===== config.mk =====
export PLATFORM = sky130hd
export DESIGN_NAME = dac_serial_tx
export DESIGN_NICKNAME = d
export VERILOG_FILES = /design/src/rtl/dac_serial_tx_pkg.sv /design/src/rtl/dac_sclk_gen.sv /design/src/rtl/dac_serial_tx.sv
export SDC_FILE = /design/constraint.sdc
export NUM_CORES = 1
export LEC_CHECK = 0
export BUFFER_PORTS_ARGS = -buffer_cell sky130_fd_sc_hd__buf_4
export CORE_MARGIN = 1.5
export CORE_UTILIZATION = 30
export CTS_CLUSTER_DIAMETER = 100
export DETAILED_ROUTE_END_ITERATION = 16
export GPL_ROUTABILITY_DRIVEN = 1
export MAX_ROUTING_LAYER = met4
export PLACE_DENSITY = 0.5
export SLEW_MARGIN = 20
export SYNTH_ARGS = -nofsm -noshare
export SYNTH_HDL_FRONTEND = slang
export SYNTH_SLANG_ARGS = --single-unit

===== constraint.sdc =====
create_clock -name Clk -period 2.3 [get_ports Clk]
set_input_delay 0.115 -clock Clk [delete_from_list [all_inputs] [get_ports Clk]]
set_output_delay 0.115 -clock Clk [all_outputs]
set_load 0.05 [all_outputs]

===== src/rtl/dac_serial_tx_pkg.sv =====
// Shared definitions for the serial DAC transmitter.
//   state_e    : frame FSM states
//   FRAME_BITS : bits per SYNC frame (don't-care + power-down + data)
//   PD_NORMAL  : power-down field value for normal operation
package dac_serial_tx_pkg;

   typedef enum logic [1:0] {
      ST_IDLE  = 2'd0,
      ST_SHIFT = 2'd1,
      ST_GAP   = 2'd2
   } state_e;

   localparam int         FRAME_BITS = 16;
   localparam logic [1:0] PD_NORMAL  = 2'b00;

endpackage


===== src/rtl/dac_sclk_gen.sv =====
// Half-period timer and SCLK level generator.
//   Clk, Rest : clock, async active-low reset
//   en        : run the half-period counter (held at zero, sclk high when low)
//   tog_en    : allow sclk to toggle at each half-period boundary
//   tick      : last cycle of a half-period (boundary on the next edge)
//   rise/fall : tick qualified by tog_en; sclk changes level on the next edge
//   sclk      : registered serial clock, idles high
module dac_sclk_gen #(
   parameter int CLK_DIV = 4
) (
   input  logic Clk,
   input  logic Rest,
   input  logic en,
   input  logic tog_en,
   output logic tick,
   output logic rise,
   output logic fall,
   output logic sclk
);

   localparam int CW = $clog2(CLK_DIV + 1);

   logic [CW-1:0] cnt_q, cnt_d;
   logic          sclk_q, sclk_d;

   always_comb begin
      tick   = en && (cnt_q == CW'(CLK_DIV - 1));
      rise   = tick && tog_en && !sclk_q;
      fall   = tick && tog_en && sclk_q;
      cnt_d  = cnt_q;
      sclk_d = sclk_q;
      if (!en) begin
         cnt_d  = '0;
         sclk_d = 1'b1;
      end else if (tick) begin
         cnt_d = '0;
         if (tog_en) sclk_d = ~sclk_q;
      end else begin
         cnt_d = cnt_q + CW'(1);
      end
   end

   always_ff @(posedge Clk or negedge Rest) begin
      if (!Rest) begin
         cnt_q  <= '0;
         sclk_q <= 1'b1;
      end else begin
         cnt_q  <= cnt_d;
         sclk_q <= sclk_d;
      end
   end

   assign sclk = sclk_q;

endmodule


===== src/rtl/dac_serial_tx.sv =====
// Serial DAC transmitter (SYNC/SCLK/DIN, DAC121S101-class framing).
// Converts a signed sample to offset binary, builds a 16-bit frame and
// shifts it MSB-first. One pending word may be queued while busy.
//   Clk, Rest : clock, async active-low reset
//   dato_in   : signed sample, valid with start
//   start     : one-cycle request strobe
//   sync_n    : frame select, active low
//   sclk      : serial clock, idles high
//   sdin      : serial data, stable around each sclk falling edge
//   busy      : frame or SYNC-high gap in progress
//   done      : one-cycle pulse at frame end
module dac_serial_tx
   import dac_serial_tx_pkg::*;
#(
   parameter int cant_bits = 16,
   parameter int DAC_BITS  = 12,
   parameter int CLK_DIV   = 4
) (
   input  logic                 Clk,
   input  logic                 Rest,
   input  logic [cant_bits-1:0] dato_in,
   input  logic                 start,
   output logic                 sync_n,
   output logic                 sclk,
   output logic                 sdin,
   output logic                 busy,
   output logic                 done
);

   // Offset binary = upper DAC_BITS with the sign bit inverted.
   function automatic logic [FRAME_BITS-1:0] to_frame(input logic [cant_bits-1:0] d);
      logic [cant_bits-1:0] flipped;
      logic [DAC_BITS-1:0]  code;
      flipped = d ^ {1'b1, {(cant_bits-1){1'b0}}};
      code    = DAC_BITS'(flipped >> (cant_bits - DAC_BITS));
      return (FRAME_BITS'(PD_NORMAL) << DAC_BITS) | FRAME_BITS'(code);
   endfunction

   state_e                state_q, state_d;
   logic [FRAME_BITS-2:0] sh_q, sh_d;        // bits still to send after sdin
   logic [4:0]            bit_cnt_q, bit_cnt_d;
   logic                  pend_q, pend_d;
   logic [cant_bits-1:0]  pend_word_q, pend_word_d;
   logic                  sync_n_q, sync_n_d;
   logic                  sdin_q, sdin_d;
   logic                  busy_q, busy_d;
   logic                  done_q, done_d;

   logic                  tick, rise, fall;
   logic                  launch;
   logic [cant_bits-1:0]  launch_word;
   logic [FRAME_BITS-1:0] ld_frame;

   dac_sclk_gen #(.CLK_DIV(CLK_DIV)) u_sclk (
      .Clk    (Clk),
      .Rest   (Rest),
      .en     (state_q != ST_IDLE),
      .tog_en (state_q == ST_SHIFT),
      .tick   (tick),
      .rise   (rise),
      .fall   (fall),
      .sclk   (sclk)
   );

   always_comb begin
      state_d     = state_q;
      sh_d        = sh_q;
      bit_cnt_d   = bit_cnt_q;
      pend_d      = pend_q;
      pend_word_d = pend_word_q;
      sync_n_d    = sync_n_q;
      sdin_d      = sdin_q;
      busy_d      = busy_q;
      done_d      = 1'b0;
      launch      = 1'b0;
      launch_word = dato_in;

      case (state_q)
         ST_IDLE: begin
            if (start) launch = 1'b1;
         end
         ST_SHIFT: begin
            if (start) begin
               pend_d      = 1'b1;
               pend_word_d = dato_in;
            end
            if (fall) bit_cnt_d = bit_cnt_q + 5'd1;
            if (rise) begin
               // Rise after the last falling edge closes the frame.
               if (bit_cnt_q == 5'(FRAME_BITS)) begin
                  state_d  = ST_GAP;
                  sync_n_d = 1'b1;
                  sdin_d   = 1'b0;
                  done_d   = 1'b1;
               end else begin
                  sdin_d = sh_q[FRAME_BITS-2];
                  sh_d   = {sh_q[FRAME_BITS-3:0], 1'b0};
               end
            end
         end
         ST_GAP: begin
            if (tick) begin
               // A start in the exit cycle is newer than any pending word.
               if (start) begin
                  launch = 1'b1;
               end else if (pend_q) begin
                  launch      = 1'b1;
                  launch_word = pend_word_q;
               end else begin
                  state_d = ST_IDLE;
                  busy_d  = 1'b0;
               end
            end else if (start) begin
               pend_d      = 1'b1;
               pend_word_d = dato_in;
            end
         end
         default: state_d = ST_IDLE;
      endcase

      ld_frame = to_frame(launch_word);
      if (launch) begin
         state_d   = ST_SHIFT;
         sh_d      = ld_frame[FRAME_BITS-2:0];
         sdin_d    = ld_frame[FRAME_BITS-1];
         sync_n_d  = 1'b0;
         busy_d    = 1'b1;
         bit_cnt_d = '0;
         pend_d    = 1'b0;
      end
   end

   always_ff @(posedge Clk or negedge Rest) begin
      if (!Rest) begin
         state_q     <= ST_IDLE;
         sh_q        <= '0;
         bit_cnt_q   <= '0;
         pend_q      <= 1'b0;
         pend_word_q <= '0;
         sync_n_q    <= 1'b1;
         sdin_q      <= 1'b0;
         busy_q      <= 1'b0;
         done_q      <= 1'b0;
      end else begin
         state_q     <= state_d;
         sh_q        <= sh_d;
         bit_cnt_q   <= bit_cnt_d;
         pend_q      <= pend_d;
         pend_word_q <= pend_word_d;
         sync_n_q    <= sync_n_d;
         sdin_q      <= sdin_d;
         busy_q      <= busy_d;
         done_q      <= done_d;
      end
   end

   assign sync_n = sync_n_q;
   assign sdin   = sdin_q;
   assign busy   = busy_q;
   assign done   = done_q;

endmodule

; Word level (Yosys, flattened, before mapping)
; Index checks and enable logic that the tools add are counted.
[word_totals]
ff_bits = 47
inputBits = 19
[classes]
add_sub_neg = 2
n_eq_ne = 17
mux = 51
bitwise_logic = 2
reduce_logical = 24
[op_table]
columns = op, n
row1 = 16-bit 2-to-1 mux, 6
row2 = 15-bit 2-to-1 mux, 4
row3 = 16-bit case mux with 2 select lines, 1
row4 = 1-bit 2-to-1 mux, 26
row5 = 3-bit != test (second input constant), 6
row6 = 2-bit nonzero test, 8
row7 = 5-bit 2-to-1 mux, 3
row8 = 2-bit 2-to-1 mux, 6
row9 = 2-bit != test (second input constant), 5
row10 = 2-bit AND reduction, 5
row11 = 3-bit 2-to-1 mux, 2
row12 = 2-bit case mux with 3 select lines, 1
row13 = 3-bit AND reduction, 2
row14 = 6-bit AND reduction, 1
row15 = 5-bit by 1-bit adder with 5-bit output (second input constant), 1
row16 = 5-bit == test (second input constant), 1
row17 = 1-bit logical AND, 4
row18 = 2-bit by 1-bit != test with 1-bit output (second input constant), 2
row19 = 1-bit case mux with 2 select lines, 2
row20 = 4-bit AND reduction, 1
row21 = 3-bit by 1-bit adder with 3-bit output (second input constant), 1
row22 = 3-bit by 2-bit == test with 1-bit output (second input constant), 1
row23 = 3-bit nonzero test, 1
row24 = 2-bit by 1-bit == test with 1-bit output (second input constant), 1
row25 = 4 further kinds, 5

; Depth between registers and ports, before layout
; Gate-level depths: netlist (run 1).
[logic_depth]
depth_word = 7
depth_mapped = 7

; Cells and area by module
; Synthesis (run 1) repeated with hierarchy kept, for this count alone.
[unflattened]
hier_cells = 196
area_unflattened_um2 = 2167.1
[by_module_without_submodules]
columns = mod, instances, cells_per_inst, area_each_um2
row1 = dac_serial_tx, 1, 177, 1949.4
row2 = dac_sclk_gen, 1, 19, 217.7

; Worst setup path after synthesis (run 1)
; No wires, ideal clock.
[synth_path]
path_type = reg-to-reg
startpoint = reg u_sclk.cnt_q[0]
endpoint = reg sh_q[10]
setup_ns = 0.126
arrival_ns = 1.575
required_ns = 2.174
path_slack_ns = 0.599
path_stages_with_launch = 7
synth_period_minus_slack_ns = 1.701
path_cell_list = dfrtp_1 > ha_1 > and4bb_1 > buf_4 > o311a_4 > buf_2 > a221o_1
[synth_via]
elab_chain_cells = 6
elab_cells_between_ends = 13
cone_classes = eq/ne (2) / mux (5) / reduce/logical (6)
[synth_lines]
columns = element, line
row1 = "start, declared", dac_sclk_gen.sv:23  ; logic [CW-1:0] cnt_q, cnt_d;
row2 = "start signal, assigned", dac_sclk_gen.sv:48  ; cnt_q <= cnt_d;
row3 = 3-bit by 2-bit == test with 1-bit output *, dac_sclk_gen.sv:27  ; tick = en && (cnt_q == CW'(CLK_DIV - 1));
row4 = 1-bit logical AND *, dac_sclk_gen.sv:27
row5 = 1-bit 2-to-1 mux / 1-bit logical AND (equally long branches), "dac_serial_tx.sv:102, dac_sclk_gen.sv:28"
row6 = 1-bit case mux with 2 select lines / 1-bit logical AND (equally long branches), "dac_serial_tx.sv:78, dac_sclk_gen.sv:28"
row7 = 2-bit != test (no line) / 2-bit nonzero test (equally long branches), -
row8 = 3-bit AND reduction (no line), -
row9 = "end signal, assigned", dac_serial_tx.sv:136  ; sh_q <= '0;
row10 = "end signal, assigned", dac_serial_tx.sv:146  ; sh_q <= sh_d;
row11 = "end, declared", dac_serial_tx.sv:40  ; logic [FRAME_BITS-2:0] sh_q, sh_d;
; Every way passes the cells marked *; elsewhere a longest branch is shown, timed or not.
; A chain may end at the register's enable or synchronous reset.

; Final worst setup path (run 1)
[layout_path]
startpoint = reg state_q[1]
endpoint = reg sh_q[4]
[layout_via]
elab_chain_cells = 6
elab_cells_between_ends = 16
cone_classes = eq/ne (3) / mux (5) / reduce/logical (8)
[layout_lines]
columns = element, line
row1 = "start, declared", dac_serial_tx.sv:39  ; state_e state_q, state_d;
row2 = "start signal, assigned", dac_serial_tx.sv:145  ; state_q <= state_d;
row3 = 2-bit nonzero test, dac_serial_tx.sv:57  ; .en (state_q != ST_IDLE),
row4 = 1-bit logical AND, dac_sclk_gen.sv:27
row5 = 1-bit 2-to-1 mux / 1-bit logical AND (equally long branches), "dac_serial_tx.sv:102, dac_sclk_gen.sv:28"
row6 = 1-bit case mux with 2 select lines / 1-bit logical AND (equally long branches), "dac_serial_tx.sv:78, dac_sclk_gen.sv:28"
row7 = 2-bit != test (no line) / 2-bit nonzero test (equally long branches), -
row8 = 3-bit AND reduction (no line), -
; Several ways; a longest one is shown, not always the timed one.

==> impl_metrics.py, run 1 <==
metrics = {
    "global_route": {
        "grt.met2_usage": 0.1907,
        "grt_remaining_overflow": 0,
        "grtUsageMet3": 0.02684,
        "grt_use_total": 0.1192,
        "top_usage_layer": "met2",
        "antenna_found_initial": 0,
        "grt_pass1_vias": 1304,
        "grt_pass1_wl_um": 6451,
        "grt_max_degree": 44,
        "use_met1": 0.1477,
    },
    "worst_setup_path": {
        "cp_top_family": "compound AO/OA/AOI/OAI gates",
        "crit_path_end": "sh_q[4]$_DFFE_PN0P_",
        "crit_start": "state_q[1]$_DFFE_PN0P_",
        "critPathLaunchType": "register",
        "ff2ff_setup_slack_ns": 0.34,
        "criticalPathCategory": "register to register",
        "crit_arrival_ns": 2.13,
        "path_buf_inv": 0,
        "crit_chain": "and4bb_1, o311a_4, nor2_4, a221o_1",
        "worstPathRequired_ns": 2.48,
        "crit_cells": 4,
        "rr_startpoint": "state_q[1]$_DFFE_PN0P_",
        "crit_path_max_fanout": 16,
        "cp-end-kind": "register",
        "worstReg2RegEnd": "sh_q[4]$_DFFE_PN0P_",
        "critical_path.max_stage_delay_ns": 0.50,
        "reg2reg_depth": 4,
        "critPathSlowestCell": "dfrtp_1",
    },
    "timing": {
        "min_period_ns": 1.958,
        "timing.hold.ws_ns": 0.04508,
        "max_freq_mhz": 510.7,
        "rsz0062_at_grt": "no",
        "skew_ns": 0.006187,
        "slew_viol_final": 0,
        "max_slew_margin": 0.6370,
        "worstMarginPinSlew_ns": 0.5445,
        "hold_violations": 0,
        "tns_ns": 0,
        "fin_crit_sh": 0.8513,
        "setup_violations": 0,
    },
    "detailed_routing": {
        "drt_iter0_drc": 80,
        "drt-pass1-iter-count": 4,
        "viasPerCell": 5.194,
        "route.antenna.remaining_nets": 0,
        "dr_total_vias": 1288,
        "wl_um": 3798,
        "drcViolationCount": 0,
        "post_drt_wl_per_cell_um": 15.31,
    },
    "floorplan": {
        "core-area_mm2": 0.006277,
        "rows": 29,
        "io_pins": 24,
        "dieHeight_um": 83.22,
        "die_x_um": 83.22,
        "initial_core_util": 0.3076,
        "dieArea_mm2": 0.006926,
    },
    "cts": {
        "cts_root_buf": "clkbuf_8",
        "postCtsSetupRepairBufs": 0,
        "clockBufferDepth": 2,
        "insertion_delay_ns": 0.29,
        "clk_pin_slew_ns": 0.08,
        "cts_tree": "done",
        "cts_htree_levels": 2,
        "cts.sinks": 43,
        "cts_resized": 0,
        "cts-buffers-inserted": 5,
    },
    "logic_synthesis": {
        "netlist_instances": 148,
        "synthAdderAreaFrac": 0.01944,
        "synth.avg_cell_area_um2": 13.04,
        "synth_ff_type": "dfrtp_1",
        "yosys-top-cells-area": "dfrtp_1 53%, mux2_2 5.8%, o221a_2 5.8%, a221o_1 5.7%, dfstp_2 2.7%",
        "synth_top_family_by_area": "compound AO/OA/AOI/OAI gates",
        "synth-edff-count": 0,
        "synth_top_cell_by_area": "dfrtp_1",
        "synth_mux_area_frac": 0.06999,
        "synth.top_cell.area_share": 0.5314,
        "syn_area_mm2": 0.001931,
        "synth-compound-area-share": 0.2016,
        "synth_xor_area_frac": 0.01815,
        "yosysUniqueCellTypes": 42,
        "ys_warn_count": 0,
        "synth_nets": 170,
        "synth-async-reset-ratio": 1.000,
        "synth-seq-area-share": 0.5587,
        "synth_simple_gate_area_frac": 0.09462,
        "ys_ff_latch": 43,
    },
    "final_layout": {
        "areaGrowthSynthToFinish_pct": 17.30,
        "drive_gt1_frac": 0.3333,
        "nets": 192,
        "diodes": 0,
    },
    "job": {
        "maxCapViolations": 0,
    },
    "pwr": {
        "p_leak_nw": 0.9968,
        "ir_worst_vdd_uv": 389.2,
        "p_total_mw": 2.583,
        "powerDensity_mw_per_mm2": 1140,
    },
    "hold_path": {
        "hp-class": "input port to register",
    },
    "placed_design": {
        "io_buffers": 19,
        "place.gp.congestion": 0.7817,
        "hpwl_um": 2539,
    },
    "run_status": {
        "outcome": "complete, no violations",
    },
}
## routing by layer
layer,part of all wire,wire [µm]
met1,0.46,1731
met2,0.49,1876
met3,0.032,121
met4,0.018,68
met5,0,0
## stage by stage
step	cell area, µm²	utilization	worst slack (ns)	instances
after global placement	2142	0.3412	0.4048	239
after detailed placement	2142	0.3412	0.3638	239
after floorplan	1931	-	0.5994	148
after global routing	2265	0.3608	0.2525	248
final	2265	0.3608	0.3420	248
after CTS	2265	0.3608	0.3470	248
## worst reg2reg max path, delay by kind of cell, from the launching register on
kind / cells / cell delay (ns)
and+or+nand+nor: 2 / 0.62
DFF: 1 / 0.50
AOI/OAI and AO/OA: 2 / 0.73
## Yosys cell counts (2+ instances only)
cell type / number
a21oi_1: 3
a221o_1: 11
a22o_1: 3
and3_1: 2
buf_2: 4
buf_6: 2
clkbuf_1: 2
dfrtp_1: 41
dfstp_2: 2
ha_1: 3
inv_1: 4
mux2_1: 2
mux2_2: 10
nand2_1: 6
nand2b_1: 3
nand3_1: 4
nor2_1: 6
nor2b_1: 3
o21ai_0: 3
o221a_2: 10
xor2_1: 3
## sequential cells by signal, summed over array words and instances, names as in the netlist
register / count
u_sclk.sclk: 1
sync_n: 1
sdin: 1
u_sclk.cnt_q: 3
bit_cnt_q: 5
pend_word_q: 12
sh_q: 15
done: 1
pend_q: 1
busy: 1
state_q: 2
## worst min path at each step
| stage | start | endpoint | slack [ns] | cells past startpoint |
|---|---|---|---|---|
| 2_1_floorplan | Rest | bit_cnt_q[0]$_DFFE_PN0P_ | -0.18 | 0 |
| 3_3_place_gp | Rest | busy$_DFFE_PN0P_ | 0.13 | 1 |
| 3_5_place_dp | Rest | u_sclk.cnt_q[0]$_DFF_PN0_ | 0.14 | 1 |
| 4_1_cts | dato_in[15] | pend_word_q[15]$_DFFE_PN0P_ | 0.03 | 2 |
| 5_1_grt | dato_in[10] | pend_word_q[10]$_DFFE_PN0P_ | 0.03 | 2 |
| 6_report | dato_in[15] | pend_word_q[15]$_DFFE_PN0P_ | 0.05 | 2 |
## cell families after synthesis
logic type / Yosys count
AO/OA/AOI/OAI: 41
buffers and inverters: 13
adder cells (fa/ha/maj): 3
flip-flops: 43
XOR/XNOR: 4
multiplexers: 12
AND/OR/NAND/NOR: 32
## placed cells by master, fill, tap and decap left out, types with 2 or more instances in the layout
| master | netlist | routed |
|---|---|---|
| dfstp_2 | 2 | 2 |
| nand3_1 | 4 | 4 |
| clkbuf_8 | 0 | 5 |
| nand2_1 | 6 | 6 |
| mux2_2 | 10 | 10 |
| nand2b_1 | 3 | 3 |
| mux2_1 | 2 | 2 |
| and3_1 | 2 | 2 |
| nor2b_1 | 3 | 3 |
| a22o_1 | 3 | 3 |
| buf_4 | 1 | 23 |
| ha_1 | 3 | 3 |
| xor2_1 | 3 | 3 |
| inv_1 | 4 | 4 |
| dfrtp_1 | 41 | 41 |
| a221o_1 | 11 | 11 |
| a21oi_1 | 3 | 3 |
| o221a_2 | 10 | 10 |
| nor2_1 | 6 | 6 |
| o21ai_0 | 3 | 3 |
## area by class of cell
| cell class | instances | area [µm²] |
|---|---|---|
| timing repair buffer | 24 | 182.7 |
| sequential | 43 | 1079 |
| multi-input combinational | 92 | 779.5 |
| tap | 77 | 96.34 |
| inverter | 4 | 15.01 |
| clock buffer | 5 | 68.82 |
| fill | 611 | 4013 |
| clock inverter | 3 | 43.79 |
## repair_timing
item,CTS,global route
setup endpoints to repair,0,0
hold buffers,1,0
hold endpoints to repair,41,0
## report_power, final
group | switching [mW] | leakage (nW) | internal, mW | total (mW)
sequential | 0.182 | 0.522 | 1.03 | 1.21
combinational | 0.417 | 0.417 | 0.374 | 0.791
clock | 0.261 | 0.0581 | 0.323 | 0.584
total | 0.859 | 0.997 | 1.72 | 2.58
(Power assumes the default switching activity.)
==> run 2, diff against run 1 <==
--- a/config.mk
+++ b/config.mk
@@ -6,6 +6,7 @@
 export NUM_CORES = 1
 export LEC_CHECK = 0
 export BUFFER_PORTS_ARGS = -buffer_cell sky130_fd_sc_hd__buf_4
+export CORE_ASPECT_RATIO = 2
 export CORE_MARGIN = 1.5
 export CORE_UTILIZATION = 30
 export CTS_CLUSTER_DIAMETER = 100
==> impl_metrics.py, run 2 (synthesis results as in run 1) <==
metrics = {
    "worst_setup_path": {
        "path_buf_inv": 0,
        "crit_chain": "and4bb_1, o311a_4, nor2_4, a221o_1",
        "rr_startpoint": "state_q[1]$_DFFE_PN0P_",
        "cp-end-kind": "register",
        "worstPathRequired_ns": 2.46,
        "cp_top_family": "compound AO/OA/AOI/OAI gates",
        "crit_path_max_fanout": 16,
        "crit_arrival_ns": 2.10,
        "criticalPathCategory": "register to register",
        "ff2ff_setup_slack_ns": 0.36,
        "worstReg2RegEnd": "sh_q[10]$_DFFE_PN0P_",
        "crit_start": "state_q[1]$_DFFE_PN0P_",
        "critical_path.max_stage_delay_ns": 0.49,
        "critPathLaunchType": "register",
        "critPathSlowestCell": "dfrtp_1",
        "reg2reg_depth": 4,
    },
    "placed_design": {
        "place.gp.congestion": 0.8146,
        "pre_cts_slack_ns": 0.3658,
        "hpwl_um": 2772,
        "dp_cells": 247,
        "io_buffers": 19,
    },
    "final_layout": {
        "diodes": 0,
        "drive_gt1_frac": 0.3176,
        "regMostFlops": "sh_q",
        "multi_input_area_um2": 779.5,
        "seqCellArea_mm2": 0.001079,
        "final_cells": 256,
        "finish.utilization": 0.3665,
        "areaGrowthSynthToFinish_pct": 18.79,
        "mostFrequentLayoutCells": "41 x dfrtp_1, 22 x buf_4, 11 x a221o_1, 10 x o221a_2, 10 x mux2_2",
        "reg_top3": "sh_q (15), pend_word_q (12), bit_cnt_q (5)",
        "num-fill-cells": 648,
        "nets": 191,
        "layout_commonest_cell": "dfrtp_1",
        "largest_reg_flops": 15,
    },
    "floorplan": {
        "rows": 41,
        "die_x_um": 59.73,
        "core-area_mm2": 0.006259,
        "initial_core_util": 0.3085,
        "io_pins": 24,
        "dieHeight_um": 116.5,
        "dieArea_mm2": 0.006955,
    },
    "detailed_routing": {
        "dr_total_vias": 1282,
        "drt-pass1-iter-count": 4,
        "viasPerCell": 5.008,
        "drcViolationCount": 0,
        "drt_iter0_drc": 62,
        "post_drt_wl_per_cell_um": 15.41,
        "route.antenna.remaining_nets": 0,
        "wl_um": 3944,
    },
    "timing": {
        "setup_slack_ns": 0.3631,
        "setup_violations": 0,
        "hold_violations": 0,
        "max_slew_margin": 0.6353,
        "max_freq_mhz": 516.3,
        "tns_ns": 0,
        "min_period_ns": 1.937,
        "fin_crit_sh": 0.8421,
        "rsz0062_at_grt": "no",
        "skew_ns": 0.005562,
        "worstMarginPinSlew_ns": 0.5470,
        "slew_viol_final": 0,
    },
    "cts": {
        "cts_root_buf": "clkbuf_16",
        "cts_htree_levels": 2,
        "cts_tree": "done",
        "clk_pin_slew_ns": 0.06,
        "insertion_delay_ns": 0.28,
        "cts-buffers-inserted": 5,
        "clockBufferDepth": 2,
        "cts.sinks": 43,
        "cts_resized": 0,
    },
    "pwr": {
        "p_leak_nw": 1.001,
        "p_sw_uw": 869.5,
        "ir_worst_vdd_uv": 543.7,
        "combinationalPowerShare": 0.293,
        "seqPwrFrac": 0.454,
        "pwr-share-clk": 0.253,
        "swShare": 0.3257,
        "power.internal_mw": 1.800,
        "powerDensity_mw_per_mm2": 1164,
    },
    "global_route": {
        "grt_max_degree": 44,
        "grt_pass1_vias": 1417,
        "antenna_found_initial": 0,
        "grt_use_total": 0.1369,
        "grt_pass1_wl_um": 6837,
        "grt_remaining_overflow": 0,
    },
    "run_status": {
        "outcome": "complete, no violations",
    },
    "hold_path": {
        "hp-class": "input port to register",
        "whs_endpoint": "pend_word_q[15]$_DFFE_PN0P_",
        "min_path_cells": 2,
        "worstHoldStart": "dato_in[15]",
    },
    "job": {
        "maxCapViolations": 0,
    },
}
-- run 2: cell types whose count changed in the layout (fill, tap and decap cells not counted) --
cell	previous run	this run
clkbuf_1	0	2
buf_4	23	22
bufinv_16	1	0
clkinv_4	1	0
clkbuf_16	0	5
clkbuf_8	5	0
-- run 2: final cells by class --
cell class / count / share of cell area
Tap cell: 86 / 0.04692
Sequential cell: 43 / 0.4703
Timing Repair Buffer: 23 / 0.07638
Clock inverter: 1 / 0.002182
Inverter: 4 / 0.006547
Clock buffer: 7 / 0.05783
Multi-Input combinational cell: 92 / 0.3399
-- run 2: routing by layer --
layer	track usage	routed length [µm]
met1	0.1502	1541
met4	0.06519	105
met3	0.02658	159
met2	0.2304	2137
met5	-	0
-- run 2: worst max-delay path by stage --
stage                                      end  slack, ns  depth (start not counted)
after floorplan           sh_q[10]$_DFFE_PN0P_       0.60                          6
after global placement     sh_q[3]$_DFFE_PN0P_       0.40                          4
after detailed placement   sh_q[8]$_DFFE_PN0P_       0.37                          4
after CTS                  sh_q[1]$_DFFE_PN0P_       0.36                          4
after global routing      sh_q[10]$_DFFE_PN0P_       0.24                          4
final                     sh_q[10]$_DFFE_PN0P_       0.36                          4
-- run 2: worst reg2reg max path, delay by kind of cell, from the launching register on --
kind | cells | cell delay [ns]
simple gates | 2 | 0.61
flops | 1 | 0.49
compound gates | 2 | 0.72
-- run 2: what timing repair did --
item,in CTS,in global routing
hold buffers,1,0
setup buffers,0,0
hold endpoints to repair,41,0
-- run 2: power by group through the flow --
stage | Clock (mW) | Sequential (mW) | Combinational [mW]
2_1_floorplan | 0 | 1.24 | 0.568
3_3_place_gp | 0 | 1.21 | 0.768
3_5_place_dp | 0 | 1.22 | 0.803
4_1_cts | 0.703 | 1.21 | 0.800
5_1_grt | 0.726 | 1.25 | 0.881
6_report | 0.675 | 1.21 | 0.781
-- run 2: stage by stage --
stage / total power, mW / cell area, µm² / hold WS, ns
4_1_cts: 2.714 / 2293 / 0.06315
3_3_place_gp: 1.976 / 2146 / 0.1306
5_1_grt: 2.855 / 2293 / 0.07076
3_5_place_dp: 2.021 / 2146 / 0.1489
2_1_floorplan: 1.809 / 1931 / -0.1806
6_report: 2.670 / 2293 / 0.06689
